## config.mk

```make
export PLATFORM = sky130hd
export DESIGN_NAME = pc_ifid_unit
export DESIGN_NICKNAME = d
export VERILOG_FILES = /design/src/rtl/pc_ifid_unit.sv
export SDC_FILE = /design/constraint.sdc
export NUM_CORES = 1
export LEC_CHECK = 0
export BUFFER_PORTS_ARGS = -buffer_cell sky130_fd_sc_hd__clkbuf_2
export CELL_PAD_IN_SITES_DETAIL_PLACEMENT = 0
export CELL_PAD_IN_SITES_GLOBAL_PLACEMENT = 2
export CORE_ASPECT_RATIO = 0.5
export CORE_MARGIN = 2
export CORE_UTILIZATION = 30
export CTS_CLUSTER_SIZE = 8
export DETAILED_ROUTE_END_ITERATION = 10
export HOLD_SLACK_MARGIN = 0.06
export PLACE_DENSITY = 0.84
export SLEW_MARGIN = 25
export SYNTH_ARGS = -nofsm -noshare
export SYNTH_HDL_FRONTEND = slang
export SYNTH_SLANG_ARGS = --single-unit
```

## constraint.sdc

```tcl
create_clock -name clk -period 4.6 [get_ports clk]
set_input_delay 0.69 -clock clk [delete_from_list [all_inputs] [get_ports clk]]
set_output_delay 0.69 -clock clk [all_outputs]
set_load 0.005 [all_outputs]
```

## src/rtl/pc_ifid_unit.sv

```systemverilog
// Fetch-side control: PC register and IF/ID pipeline register.
// Next PC resolved in ID with an architectural branch delay slot.
module pc_ifid_unit #(
    parameter logic [31:0] RESET_PC  = 32'h0000_3000,
    parameter logic [31:0] NOP_INSTR = 32'h0000_0000
) (
    input  logic        clk,
    input  logic        reset,
    input  logic        stall,
    input  logic [31:0] instr_f,
    input  logic [2:0]  npc_op,
    input  logic        cmp_zero,
    input  logic [31:0] jr_target,
    output logic [31:0] pc_f,
    output logic [31:0] instr_d,
    output logic [31:0] pc_d,
    output logic [31:0] pc8_d,
    output logic        redirect
);

    localparam logic [2:0] OP_BEQ = 3'd1;
    localparam logic [2:0] OP_BNE = 3'd2;
    localparam logic [2:0] OP_J   = 3'd3;
    localparam logic [2:0] OP_JR  = 3'd4;

    logic [31:0] pc_d_plus4;
    logic [31:0] pc_f_plus4;
    logic [31:0] imm;
    logic [31:0] br_target;
    logic [31:0] j_target;
    logic [31:0] npc;
    logic        is_jr;
    logic        is_j;
    logic        br_taken;

    assign pc_d_plus4 = pc_d + 32'd4;
    assign pc_f_plus4 = pc_f + 32'd4;
    assign pc8_d      = pc_d + 32'd8;
    assign imm        = {{14{instr_d[15]}}, instr_d[15:0], 2'b00};
    assign br_target  = pc_d_plus4 + imm;
    assign j_target   = {pc_d_plus4[31:28], instr_d[25:0], 2'b00};

    assign is_jr    = (npc_op == OP_JR);
    assign is_j     = (npc_op == OP_J);
    assign br_taken = ((npc_op == OP_BEQ) && cmp_zero)
                   || ((npc_op == OP_BNE) && !cmp_zero);

    // Select the next fetch address from the ID-stage decision.
    always_comb begin
        npc      = pc_f_plus4;
        redirect = 1'b0;
        unique case (1'b1)
            is_jr: begin
                npc      = jr_target;
                redirect = 1'b1;
            end
            is_j: begin
                npc      = j_target;
                redirect = 1'b1;
            end
            br_taken: begin
                npc      = br_target;
                redirect = 1'b1;
            end
            default: begin
                npc      = pc_f_plus4;
                redirect = 1'b0;
            end
        endcase
    end

    // Advance PC and IF/ID unless stalled; reset overrides everything.
    always_ff @(posedge clk) begin
        if (reset) begin
            pc_f    <= RESET_PC;
            instr_d <= NOP_INSTR;
            pc_d    <= 32'd0;
        end else if (!stall) begin
            pc_f    <= npc;
            instr_d <= instr_f;
            pc_d    <= pc_f;
        end
    end

endmodule

```

==> results.json <==
{
  "fin_skew_ns": 0.009163,
  "ant_nets": 0,
  "rows": 40,
  "antenna_found_initial": 0,
  "ys_seq_area_share_pct": 25.54,
  "dpl.hpwl_um": 22270,
  "min-delay-start": "instr_d[30]$_SDFFE_PP0N_",
  "cp-start-kind": "register",
  "holdPathEnd": "instr_d[30]$_SDFFE_PP0N_",
  "synth_cell_type_count": 80,
  "crit_required_ns": 4.82,
  "syn_nets": 1067,
  "post-route-period-util_pct": 90.97,
  "ios": 200,
  "report.final.slew_viol_count": 0,
  "final_cell_area_um2": 9126,
  "maxCapViolCount": 0,
  "drt-initial-drc-count": 504,
  "hold_viol_final": 0,
  "cts_buffers": 9,
  "synth_edf_count": 0,
  "nFillCells": 2630,
  "routabilityCongestion": 0.9355,
  "drive_above_1_share_pct": 22.78,
  "cts_setup_buffers": 0,
  "yosys_warnings": 0,
  "grt_max_degree": 74,
  "worstPathMaxFanout": 9,
  "die_area_um2": 26440,
  "num_vias": 7832,
  "clk_latency_ns": 0.38,
  "cts_max_level": 3,
  "powerDensity_nw_per_um2": 247.3,
  "hold_slack_ns": 0.5080,
  "synthTopCellsByArea": "dfxtp_1 (26%), mux2i_1 (8.9%), xnor2_1 (6.5%)",
  "min-delay-path-class": "reg2reg",
  "rsz0062_at_grt": "false",
  "rrSetupSlack_ns": 0.42,
  "postSynthAreaPerCell_um2": 7.837,
  "setup_viol": 0,
  "synthCells": 960,
  "start_util_pct": 30.93,
  "worst_r2r_endpoint": "pc_f[27]$_SDFFE_PP0N_",
  "nets": 1231,
  "yosysTopAreaCellShare_pct": 25.54,
  "final_core_util_pct": 37.52,
  "tns_ns": 0,
  "worstRegToRegCells": 14,
  "track_usage_pct": 21.97,
  "die-width_um": 228.0,
  "syn_to_final_growth_pct": 21.30,
  "overflow": 0,
  "cts_tree": "done",
  "arrival_ns": 4.40,
  "n_antenna_cell": 0,
  "relSlewSlack_pct": 32.49,
  "r2r-start": "pc_d[4]$_SDFFE_PP0N_",
  "worstSetupPathType": "reg2reg",
  "worstHoldPathCells": 2,
  "placed_cell_area_um2": 8820,
  "cts_hold_buf": 0,
  "die_h_um": 116.0,
  "worst_pin_slew_ns": 1.011,
  "fp.coreArea_um2": 24320,
  "io_buffer_count": 199,
  "ys_async_sr_fraction_pct": 0,
  "synth_ff_type": "dfxtp_1",
  "via_per_inst": 5.350,
  "drtPass1Iterations": 5,
  "finalCriticalPeriod_ns": 4.184,
  "clock-sinks": 96,
  "ys_seq_elements": 96,
  "critPathCaptureType": "register",
  "wire_per_inst_um": 20.04,
  "drc": 0,
  "path_clk_slew_ns": 0.07,
  "cts-root-buf": "clkbuf_16",
  "synth_area_leader_cell": "dfxtp_1",
  "grt_pass1_wl_um": 44880,
  "fmax_ghz": 0.2390,
  "first_global_vias": 7558,
  "post_cts_resized": 0,
  "routed_wl_um": 29340,
  "status": "complete, no violations",
  "power_leakage_nw": 4.161,
  "syn-cell-area_um2": 7523,
  "cts_buffer_depth": 2,
  "peakVddDrop_mv": 0.1325
}
-- cell families after synthesis --
| group | count (synthesis) | share of synthesized area, % |
|---|---|---|
| AO/OA/AOI/OAI | 218 | 19.77 |
| multiplexers | 68 | 9.064 |
| flip-flops | 96 | 25.54 |
| XOR/XNOR | 82 | 9.546 |
| adder cells (fa/ha/maj) | 36 | 6.087 |
| buffers and inverters | 103 | 5.671 |
| AND/OR/NAND/NOR | 357 | 24.31 |
-- how the worst max path moves through the flow --
stage / end / from
2_1_floorplan: pc_f[30]$_SDFFE_PP0N_ / pc_d[3]$_SDFFE_PP0N_
3_3_place_gp: pc_f[30]$_SDFFE_PP0N_ / pc_d[4]$_SDFFE_PP0N_
3_5_place_dp: pc_f[30]$_SDFFE_PP0N_ / pc_d[4]$_SDFFE_PP0N_
4_1_cts: pc_f[30]$_SDFFE_PP0N_ / pc_d[4]$_SDFFE_PP0N_
5_1_grt: pc_f[27]$_SDFFE_PP0N_ / pc_d[3]$_SDFFE_PP0N_
6_report: pc_f[27]$_SDFFE_PP0N_ / pc_d[4]$_SDFFE_PP0N_
-- where the power goes --
group | internal, W | total [W] | switching (W)
logic | 0.000207 | 0.000481 | 0.000274
registers | 0.000880 | 0.000962 | 0.0000823
clock network | 0.000438 | 0.000813 | 0.000376
-- critical path, stage by stage (launching register included) --
cell and delay [ns]:
dfxtp_1 0.47, ha_1 0.26, and3_1 0.37, nand4_4 0.26, or2_2 0.39, nor2_1 0.13
xor2_1 0.17, ha_1 0.36, and4_1 0.27, and2_1 0.15, o211ai_1 0.35, a21boi_0 0.19
or4_1 0.42, a31oi_1 0.18, nor3_1 0.06
-- through the flow --
stage / cells / worst slack, ns / total power, W
global route: 1464 / 0.1263 / 0.002372
floorplan: 960 / 0.9411 / 0.001251
detailed placement: 1449 / 0.3156 / 0.001462
global placement: 1449 / 0.5247 / 0.001457
finish: 1464 / 0.4156 / 0.002257
CTS: 1464 / 0.2985 / 0.002287
-- per-layer routing --
layer / vias to the layer above / share of wire, % / global-route usage (%)
li1: 3806 / - / -
met5: - / 0 / 0
met3: 30 / 4.8 / 4.503
met2: 196 / 46 / 35.87
met4: 0 / 1.5 / 5.403
met1: 3800 / 48 / 29.90
-- cell type report --
| type | instances | area, um^2 | share of cell area (%) |
|---|---|---|---|
| clock buffers | 10 | 239.0 | 2.619 |
| clock inverters | 5 | 62.56 | 0.6855 |
| inverters | 35 | 131.4 | 1.440 |
| multi-input cells | 761 | 5185 | 56.81 |
| flip-flops and latches | 96 | 1922 | 21.06 |
| well taps | 336 | 420.4 | 4.607 |
| repair buffers | 221 | 1166 | 12.78 |
-- Yosys cell counts, drive strengths merged, types with 3 or more instances --
cell type	count
nor2b	9
and4	14
and2	9
clkbuf	48
inv	35
nor3	27
xor2	26
o21bai	4
dfxtp	96
or3	7
and3	15
nor3b	6
xnor2	56
a211oi	8
a21boi	3
nand3	41
nor2	123
o311a	3
mux2i	67
a221oi	26
a21o	24
nand4	18
nand2	55
a22oi	4
ha	35
nand2b	9
a31oi	7
o211ai	6
o21ai	46
buf	20
o31ai	3
nor4	9
a21oi	52
a221o	8
-- sequential cells by signal, indices dropped and copies added, names as in the netlist --
signal	count
pc_d	32
pc_f	32
instr_d	32
-- cell usage in the layout, fill, tap and decap left out, drive strengths merged, types with 27 or more instances in the layout --
master	netlist	final
nand2	55	55
dfxtp	96	96
clkbuf	48	207
mux2i	67	67
inv	35	37
nor2	123	123
o21ai	46	46
ha	35	35
xnor2	56	56
nor3	27	27
a21oi	52	52
nand3	41	41
(Power assumes the default switching activity.)
